## config.mk

```make
export PLATFORM = sky130hd
export DESIGN_NAME = stream_bram_writer
export DESIGN_NICKNAME = d
export VERILOG_FILES = /design/src/rtl/stream_bram_pkg.sv /design/src/rtl/stream_bram_writer.sv
export SDC_FILE = /design/constraint.sdc
export NUM_CORES = 1
export LEC_CHECK = 0
export CAP_MARGIN = 20
export CORE_MARGIN = 3
export CORE_UTILIZATION = 35
export DETAILED_ROUTE_END_ITERATION = 10
export PLACE_DENSITY = 0.62
export SKIP_CTS_REPAIR_TIMING = 1
export SLEW_MARGIN = 20
export SYNTH_ARGS = -nofsm -noshare
export SYNTH_HDL_FRONTEND = slang
export SYNTH_SLANG_ARGS = --single-unit
```

## constraint.sdc

```tcl
create_clock -name clk -period 6.52 [get_ports clk]
set_input_delay 1.304 -clock clk [delete_from_list [all_inputs] [get_ports clk]]
set_output_delay 1.304 -clock clk [all_outputs]
set_load 0.03 [all_outputs]
```

## src/rtl/stream_bram_pkg.sv

```systemverilog
// Shared types and constants for the stream-to-BRAM writer.
package stream_bram_pkg;

  typedef enum logic [2:0] {
    POLL,
    RDWAIT,
    CHECK,
    STREAM,
    STATUS
  } state_t;

  localparam logic [31:0] MBOX_ADDR = 32'h0000_0000;
  localparam int unsigned START_BIT = 31;
  localparam int unsigned DONE_BIT  = 30;
  localparam int unsigned LEN_W     = 16;

  // Completion word written back into the mailbox: START cleared, DONE set, count in the low bits.
  function automatic logic [31:0] make_status(input logic [LEN_W-1:0] count);
    logic [31:0] s;
    s              = '0;
    s[DONE_BIT]    = 1'b1;
    s[LEN_W-1:0]   = count;
    return s;
  endfunction

endpackage

```

## src/rtl/stream_bram_writer.sv

```systemverilog
// Writes one bounded burst of stream words into BRAM port B per mailbox arm from the PS,
// then reports the written count back through the mailbox word.
module stream_bram_writer
  import stream_bram_pkg::*;
#(
  parameter int unsigned DEPTH_WORDS   = 2048,
  parameter int unsigned POLL_INTERVAL = 16,
  parameter int unsigned RD_LATENCY    = 1
) (
  input  logic        clk,
  input  logic        rst,
  input  logic [31:0] s_data,
  input  logic        s_valid,
  output logic        s_ready,
  output logic [31:0] BRAM_addr,
  output logic        BRAM_clk,
  output logic [31:0] BRAM_din,
  input  logic [31:0] BRAM_dout,
  output logic        BRAM_en,
  output logic        BRAM_rst,
  output logic [3:0]  BRAM_we,
  output logic        busy,
  output logic        done
);

  localparam int unsigned CNT_MAX = (POLL_INTERVAL > RD_LATENCY) ? POLL_INTERVAL : RD_LATENCY;
  localparam int unsigned CNT_W   = $clog2(CNT_MAX + 1);

  localparam logic [CNT_W-1:0] POLL_LAST = CNT_W'(POLL_INTERVAL);
  localparam logic [CNT_W-1:0] RD_LAST   = CNT_W'(RD_LATENCY - 1);
  localparam logic [LEN_W-1:0] MAX_LEN   = LEN_W'(DEPTH_WORDS - 1);

  state_t            r_state, w_state_nxt;
  logic [CNT_W-1:0]  r_cnt, w_cnt_nxt;
  logic [LEN_W-1:0]  r_len, w_len_nxt;
  logic [LEN_W-1:0]  r_idx, w_idx_nxt;

  logic              r_en, w_en_nxt;
  logic [3:0]        r_we, w_we_nxt;
  logic [31:0]       r_addr, w_addr_nxt;
  logic [31:0]       r_din, w_din_nxt;
  logic              r_busy, w_busy_nxt;
  logic              r_done, w_done_nxt;

  logic              w_ready;
  logic              w_hs;
  logic [LEN_W-1:0]  w_mbox_len;
  logic [31:0]       w_data_addr;
  logic              w_unused_dout;

  assign BRAM_clk  = clk;
  assign BRAM_rst  = rst;
  assign BRAM_en   = r_en;
  assign BRAM_we   = r_we;
  assign BRAM_addr = r_addr;
  assign BRAM_din  = r_din;
  assign busy      = r_busy;
  assign done      = r_done;

  // Stream acceptance is decoded so a beat can be taken in the same cycle it is offered.
  assign w_ready     = (r_state == STREAM) && (r_idx < r_len);
  assign s_ready     = w_ready;
  assign w_hs        = s_valid & w_ready;
  assign w_mbox_len  = BRAM_dout[LEN_W-1:0];
  assign w_data_addr = 32'(r_idx + LEN_W'(1)) << 2;

  // Mailbox bits between START and LEN carry no meaning for this block.
  assign w_unused_dout = ^BRAM_dout[START_BIT-1:LEN_W];

  // State, counter and burst bookkeeping registers.
  always_ff @(posedge clk) begin
    if (rst) begin
      r_state <= POLL;
      r_cnt   <= '0;
      r_len   <= '0;
      r_idx   <= '0;
    end else begin
      r_state <= w_state_nxt;
      r_cnt   <= w_cnt_nxt;
      r_len   <= w_len_nxt;
      r_idx   <= w_idx_nxt;
    end
  end

  // BRAM port and status outputs, loaded with the action of the current state.
  always_ff @(posedge clk) begin
    if (rst) begin
      r_en   <= 1'b0;
      r_we   <= 4'h0;
      r_addr <= '0;
      r_din  <= '0;
      r_busy <= 1'b0;
      r_done <= 1'b0;
    end else begin
      r_en   <= w_en_nxt;
      r_we   <= w_we_nxt;
      r_addr <= w_addr_nxt;
      r_din  <= w_din_nxt;
      r_busy <= w_busy_nxt;
      r_done <= w_done_nxt;
    end
  end

  // Next-state and next-output decode.
  always_comb begin
    w_state_nxt = r_state;
    w_cnt_nxt   = r_cnt;
    w_len_nxt   = r_len;
    w_idx_nxt   = r_idx;
    w_en_nxt    = 1'b0;
    w_we_nxt    = 4'h0;
    w_addr_nxt  = r_addr;
    w_din_nxt   = r_din;
    w_done_nxt  = 1'b0;

    case (r_state)
      POLL: begin
        if (r_cnt == POLL_LAST) begin
          w_en_nxt    = 1'b1;
          w_addr_nxt  = MBOX_ADDR;
          w_cnt_nxt   = '0;
          w_state_nxt = RDWAIT;
        end else begin
          w_cnt_nxt = r_cnt + CNT_W'(1);
        end
      end

      RDWAIT: begin
        if (r_cnt == RD_LAST) begin
          w_cnt_nxt   = '0;
          w_state_nxt = CHECK;
        end else begin
          w_cnt_nxt = r_cnt + CNT_W'(1);
        end
      end

      CHECK: begin
        if (BRAM_dout[START_BIT]) begin
          w_len_nxt   = (w_mbox_len > MAX_LEN) ? MAX_LEN : w_mbox_len;
          w_idx_nxt   = '0;
          w_state_nxt = (w_len_nxt == '0) ? STATUS : STREAM;
        end else begin
          w_state_nxt = POLL;
        end
      end

      STREAM: begin
        if (w_hs) begin
          w_en_nxt   = 1'b1;
          w_we_nxt   = 4'hF;
          w_addr_nxt = w_data_addr;
          w_din_nxt  = s_data;
          w_idx_nxt  = r_idx + LEN_W'(1);
          if (r_idx == r_len - LEN_W'(1)) begin
            w_state_nxt = STATUS;
          end
        end
      end

      STATUS: begin
        w_en_nxt    = 1'b1;
        w_we_nxt    = 4'hF;
        w_addr_nxt  = MBOX_ADDR;
        w_din_nxt   = make_status(r_idx);
        w_done_nxt  = 1'b1;
        w_cnt_nxt   = '0;
        w_state_nxt = POLL;
      end

      default: begin
        w_cnt_nxt   = '0;
        w_state_nxt = POLL;
      end
    endcase

    w_busy_nxt = (w_state_nxt == STREAM) || (w_state_nxt == STATUS);
  end

endmodule

```

## After elaboration in Yosys (flattened, before gate mapping)

Cells that the tools add are included.

| cells by class | value |
|---|---|
| add/sub/neg operators | 4 |
| magnitude comparators | 2 |
| eq/ne operators | 11 |
| multiplexer cells | 25 |
| bitwise gates (word level) | 1 |
| reduce and logical (&&, ||, !) cells | 13 |

Operators with widths:

| operator | number |
|---|---|
| $mux W32 | 3 |
| $pmux W32 S3 | 1 |
| $pmux W32 S2 | 1 |
| $mux W16 | 3 |
| $pmux W16 S2 | 1 |
| $mux W3 | 6 |
| $add A16 B1 Y17 const B | 1 |
| $add A16 B1 Y16 const B | 1 |
| $eq A16 B16 Y1 | 1 |
| $gt A16 B11 Y1 const B | 1 |
| $logic_not A16 Y1 | 1 |
| $lt A16 B16 Y1 | 1 |
| $sub A16 B1 Y16 const B | 1 |
| $pmux W5 S3 | 1 |
| $pmux W3 S4 | 1 |
| $mux W5 | 2 |
| $eq A3 B2 Y1 const B | 3 |
| $pmux W4 S2 | 1 |
| $eq A3 B3 Y1 const B | 2 |
| $ne A2 B2 Y1 const B | 3 |
| $reduce_and A3 Y1 | 2 |
| $add A5 B1 Y5 const B | 1 |
| $eq A5 B5 Y1 const B | 1 |
| $logic_not A5 Y1 | 1 |
| other kinds (12) | 16 |

| storage, ports and cells | value |
|---|---|
| flip-flop bits (word level) | 111 |
| output and inout port bits | 74 |
| word-level logic and storage cells | 66 |

## Longest topological paths before layout

Gate-level depths: netlist of the first run.

| logic depth | value |
|---|---|
| depth after elaboration | 8 |
| mapped depth | 12 |
| depth with buffers taken out | 9 |

==> results of run 1 <==
## routing by layer
metal	part of all wire (%)	global-route usage, %
met1	46	23.22
met2	46	27.98
met3	6.3	5.535
met4	1.8	6.990
met5	0	0
## kinds of logic (layout without fill, tap and decap cells)
| kind of cell | count (synthesis) | count (layout) | synth area share, % |
|---|---|---|---|
| simple gates | 270 | 270 | 27.19 |
| fa+ha+maj | 20 | 20 | 5.214 |
| xor+xnor | 34 | 34 | 6.204 |
| buf+inv | 79 | 157 | 7.925 |
| compound gates | 113 | 113 | 13.76 |
| mux | 4 | 4 | 0.8342 |
| other cells | 1 | 15 | 0.07813 |
| flops | 93 | 93 | 38.79 |
## state kept, by name, indices dropped and copies added, names as in the netlist
name and count:
r_state 3, done 1, busy 1, BRAM_en 1, BRAM_addr 17, r_cnt 5
BRAM_din 32, r_len 16, r_idx 16, BRAM_we 1
## power groups by stage
| stage | clock (mW) | sequential (mW) | combinational, mW |
|---|---|---|---|
| floorplan | 0.0230 | 0.584 | 0.0339 |
| global placement | 0.0255 | 0.584 | 0.0612 |
| detailed placement | 0.0255 | 0.584 | 0.0612 |
| CTS | 0.683 | 0.571 | 0.0615 |
| global route | 0.711 | 0.571 | 0.0664 |
| finish | 0.672 | 0.571 | 0.0614 |
## critical path, delay by kind of cell
kind	cells	cell delay [ns]
buffers and inverters	3	0.83
## layout make-up
class	count	area (sq um)	share of cell area (%)
tap	176	220.2	3.490
clock buffer	13	310.3	4.918
multi-input combinational	456	2610	41.36
sequential	93	1862	29.51
inverter	21	78.83	1.249
clock inverter	7	90.09	1.428
timing repair buffer	116	1139	18.04
## final timing paths
kind,from,to,cells after the start,slack (ns)
max,clk,BRAM_clk,3,1.13
min reg2reg,BRAM_addr[6],BRAM_addr[6],2,0.46
min,BRAM_addr[6],BRAM_addr[6],2,0.46
max reg2reg,r_state[1],BRAM_addr[18],9,3.11
## layout by cell type (no fill, tap or decap), types with 2 or more instances in the layout
cell,count
nand4_1,9
o21ai_0,16
conb_1,15
o31ai_1,2
nor2_1,92
or4_4,2
inv_8,3
and3_1,3
nand2_1,78
ha_1,20
nand3_1,20
nand3b_1,2
nor3b_1,3
xor2_1,10
nor4_1,20
dfxtp_1,93
clkbuf_16,12
nor4_4,2
nor3_1,10
clkdlybuf4s50_1,109
xnor2_1,24
or4_1,7
mux2i_1,4
a31oi_1,3
a211oi_1,13
buf_4,7
inv_1,21
clkinv_4,2
or3_1,6
nor2b_1,4
nand2b_1,3
a21oi_1,64
## per-stage QoR
stage	utilization [%]	power [mW]
after detailed placement	44.29	0.6708
after CTS	47.22	1.316
final	47.27	1.304
after global routing	47.27	1.348
after global placement	44.29	0.6707
after floorplan	-	0.6406
==> Implementation_results.wiki, run 1 <==
{| class="wikitable"
! Metric !! Value
|-
| Async SR Flop Fraction || 0%
|-
| Synth warnings || 0
|-
| Most common flop cell mapped by yosys || dfxtp_1
|-
| Library cell contributing the largest single delay on the critical path || clkdlybuf4s50_1
|-
| Pwr per Cell Area || 206.6 nW/um^2
|-
| Layout fillers || 1,308
|-
| Wire length of the first global-routing pass || 21,460 um
|-
| Average size of a mapped cell || 7.817 sq um
|-
| Required time of the critical path || 5.22 ns
|-
| Count of state elements after synthesis || 93
|-
| Detailed-router iteration count before antenna repair || 5
|-
| Cell with the most instances after synthesis || dfxtp_1
|-
| Worst slew margin || 44.17%
|-
| Count of placed standard cells including taps || 862
|-
| Vias || 4,483
|-
| Vias in the first global route || 4,377
|-
| Placed inst area || 5912 sq um
|-
| Vertical die dimension || 123.1 um
|-
| Final hold violations || 0
|-
| Setup repair after global routing missed its margin || no
|-
| Routed wire length per instance || 14.83 um
|-
| Maximum number of pins on one net before global-route repair || 81
|-
| TritonCTS clock tree || built
|-
| Skew-Pair Late Insertion Delay || 0.46 ns
|-
| Critical Path Most Common Cell || clkbuf_16
|-
| Number of failing setup endpoints in the final timing report || 0
|-
| Placer congestion estimate || 0.9050
|-
| Final hold slack || 0.4551 ns
|-
| Floorplan row count || 42
|-
| Max stage delay on crit path || 0.58 ns
|-
| Slew at the pin closest to its max-slew limit || 0.8374 ns
|-
| Highest fanout seen on the critical path || 2
|-
| # nets final || 788
|-
| Clk pin slew, worst setup/hold paths || 0.07 ns
|-
| P&R area growth vs syn || 31.47%
|-
| Initial antenna violation count || 0
|-
| Flop pwr share || 43.8%
|-
| Die footprint || 15,150 sq um
|-
| Classification of the worst-slack hold path || register to register
|-
| Endpoint class of the critical path || output port
|-
| Fraction of power consumed by the clock network || 51.5%
|-
| Area of the mapped netlist || 4800 sq um
|-
| Most used standard cells in the synthesized netlist || 93 x dfxtp_1, 92 x nor2_1, 78 x nand2_1
|-
| Cell Chain, Critical Path || clkbuf_16 -> clkbuf_16 -> clkdlybuf4s50_1
|-
| Design internal power || 0.9974 mW
|-
| Final ANT Viol Nets || 0
|-
| Post-Place Setup Slack || 1.392 ns
|-
| Share of the synthesized area in the top cell type || 38.79%
|-
| Non-filler instance count after layout || 882
|-
| Port buffer count || 110
|-
| Yosys cell types || 56
|-
| Antenna fix cells || 0
|-
| DRC violation total after the first TritonRoute iteration || 240
|-
| Switching power || 0.3063 mW
|-
| Startpoint class of the critical path || clock port
|-
| Leakage power || 2.335 nW
|-
| DRC Markers || 0
|-
| Count of mapped cells out of synthesis || 614
|-
| Width of the die || 123.1 um
|-
| Number of primary I/O pins || 141
|-
| Setup TNS after final layout || 0 ns
|-
| Number of enable-type register cells in the synthesized netlist || 0
|-
| Synth top area cells || dfxtp_1 39%, nor2_1 7.2%, a21oi_1 6.7%
|-
| Final max-slew violation count || 0
|-
| Max-cap viol count || 0
|-
| Worst endpoint data arrival time || 4.09 ns
|-
| Share of synthesized area occupied by flip-flops and latches || 38.79%
|-
| Remaining global-route overflow || 0
|-
| Share of final-layout standard cells stronger than drive strength 1 || 4.958%
|-
| Outcome || complete, no violations
|-
| Setup Skew || 0.008635 ns
|-
| Largest area contributor in the synthesized netlist || dfxtp_1
|-
| Total half-perimeter wirelength after legalization and detailed placement || 9287 um
|-
| Start-to-end type of the worst setup path || clock port to output port
|-
| Sw Ratio || 23.49%
|-
| Initial standard-cell utilization of the core || 35.96%
|-
| Via density per instance || 5.083
|-
| Area of the core || 13,350 sq um
|-
| Largest vdd supply drop || 0.1863 mV
|-
| Final Worst Setup Slack || 1.127 ns
|-
| Aggregate global-route resource usage || 17.93%
|-
| Total routed wirelength || 13,080 um
|-
| Post-route cell area || 6310 sq um
|-
| Part of the total power dissipated in combinational logic || 4.7%
|}
No activity file was read; power rests on OpenSTA's default activity.
==> run 2, diff against run 1 <==
Settings changed: PLACE_DENSITY 0.62 to 0.65.
Clock period 6.52 ns to 4.8 ns, I/O delays scaled along.
==> run 2 against run 1 <==
  * Non-clock buffer count stayed put
  * Combinational power increased by 37%
  * First-iteration DRC count is 7.9% higher
  * Final cell count is the same
  * Largest cell class unchanged
==> Implementation_results.wiki, run 2 (synthesized netlist as in run 1, its figures left out) <==
{| class="wikitable"
! Metric !! Value
|-
| Outcome || complete, no violations
|-
| # nets final || 788
|-
| Floorplan row count || 42
|-
| Initial standard-cell utilization of the core || 35.96%
|-
| Worst endpoint data arrival time || 3.23 ns
|-
| Routed wire length per instance || 14.73 um
|-
| Required time of the critical path || 3.84 ns
|-
| Placer congestion estimate || 0.8886
|-
| Skew-Pair Late Insertion Delay || 0.46 ns
|-
| Largest vdd supply drop || 0.4112 mV
|-
| Combined buffer and inverter count along the critical path || 3
|-
| Antenna fix cells || 0
|-
| DRC violation total after the first TritonRoute iteration || 259
|-
| Clk pin slew, worst setup/hold paths || 0.07 ns
|-
| Library cell contributing the largest single delay on the critical path || clkdlybuf4s50_1
|-
| Max stage delay on crit path || 0.58 ns
|-
| Vias in the first global route || 4,400
|-
| Total half-perimeter wirelength after legalization and detailed placement || 9408 um
|-
| Total routed wirelength || 12,990 um
|-
| Port buffer count || 110
|-
| Flop pwr share || 45.2%
|-
| Vias || 4,455
|-
| Max-cap viol count || 0
|-
| Final hold slack || 0.4540 ns
|-
| Wire length of the first global-routing pass || 21,250 um
|-
| Die footprint || 15,150 sq um
|-
| Detailed-router iteration count before antenna repair || 5
|-
| Width of the die || 123.1 um
|-
| TritonCTS clock tree || built
|-
| Final ANT Viol Nets || 0
|-
| Remaining global-route overflow || 0
|-
| Switching power || 0.4165 mW
|-
| Startpoint class of the critical path || clock port
|-
| Highest fanout seen on the critical path || 2
|-
| Endpoint class of the critical path || output port
|-
| Number of failing setup endpoints in the final timing report || 0
|-
| Most frequent standard cell in the layout excluding fill and tap cells || clkdlybuf4s50_1
|-
| Most used cells in the layout excluding fill and tap cells || 109 x clkdlybuf4s50_1, 93 x dfxtp_1, 92 x nor2_1
|-
| Slew at the pin closest to its max-slew limit || 1.035 ns
|-
| Maximum number of pins on one net before global-route repair || 80
|-
| Number of primary I/O pins || 141
|-
| Initial antenna violation count || 0
|-
| Count of placed standard cells including taps || 863
|-
| Vertical die dimension || 123.1 um
|-
| Setup slack of the worst register-to-register path || 1.62 ns
|-
| Non-filler instance count after layout || 882
|-
| Part of the total power dissipated in combinational logic || 4.9%
|-
| Setup Skew || 0.005911 ns
|-
| Cell Chain, Critical Path || clkbuf_16 -> clkbuf_16 -> clkdlybuf4s50_1
|-
| Setup repair after global routing missed its margin || no
|-
| Via density per instance || 5.051
|-
| Pwr per Cell Area || 273.0 nW/um^2
|-
| Worst slew margin || 30.71%
|-
| Fraction of power consumed by the clock network || 49.9%
|-
| Design internal power || 1.300 mW
|-
| Number of flip-flops under the largest register name || 32
|-
| Classification of the worst-slack hold path || register to register
|-
| Cell family contributing the most delay on the critical path || buffers and inverters
|-
| Setup TNS after final layout || 0 ns
|-
| Start-to-end type of the worst setup path || clock port to output port
|-
| Sw Ratio || 24.26%
|-
| Critical Path Most Common Cell || clkbuf_16
|-
| Final max-slew violation count || 0
|-
| Final hold violations || 0
|-
| DRC Markers || 0
|-
| Leakage power || 2.317 nW
|-
| Share of final-layout standard cells stronger than drive strength 1 || 4.958%
|-
| Aggregate global-route resource usage || 17.43%
|-
| P&R area growth vs syn || 31.02%
|-
| Area of the core || 13,350 sq um
|}
run 2: through the flow:
stage	worst slack (ns)	power, mW	instance area, sq um	utilization, %
after floorplan	1.295	0.8702	4852	-
after global placement	0.8758	0.9109	5919	44.35
after detailed placement	0.8758	0.9119	5919	44.35
after CTS	0.6029	1.734	6289	47.11
after global routing	0.5949	1.777	6289	47.11
final	0.6116	1.717	6289	47.11
run 2: power by group through the flow:
stage          clock network [mW]  registers [mW]  logic, mW
2_1_floorplan              0.0312           0.793     0.0460
6_report                    0.857           0.775     0.0843
4_1_cts                     0.874           0.775     0.0846
5_1_grt                     0.910           0.775     0.0913
3_3_place_gp               0.0347           0.793     0.0830
3_5_place_dp               0.0347           0.793     0.0838
run 2: final cells by class:
class / count / area, sq um
Timing Repair Buffer: 116 / 1139
Inverter: 21 / 78.83
Multi-Input combinational cell: 456 / 2610
Clock inverter: 7 / 68.82
Clock buffer: 13 / 310.3
Sequential cell: 93 / 1862
Tap cell: 176 / 220.2
Fill cell: 1346 / 7059
run 2: path summary, 6_finish.rpt:
path / from / cells after the start / end
setup / recovery: clk / 3 / BRAM_clk
hold / removal: BRAM_addr[16] / 2 / BRAM_addr[16]
setup reg to reg: r_len[8] / 8 / r_idx[3]
hold reg to reg: BRAM_addr[16] / 2 / BRAM_addr[16]
run 2: worst min-delay path, stage by stage, from the launching register on:
cell     delay (ns)
dfxtp_1        0.31
nand2_1        0.05
a21oi_1        0.05
run 2: routing by layer:
metal	vias up	GRT usage [%]	share of wire, %
li1	2262	-	-
met1	2049	22.75	47
met2	125	27.91	45
met3	19	5.169	6.4
met4	0	5.260	1.5
met5	-	0	0
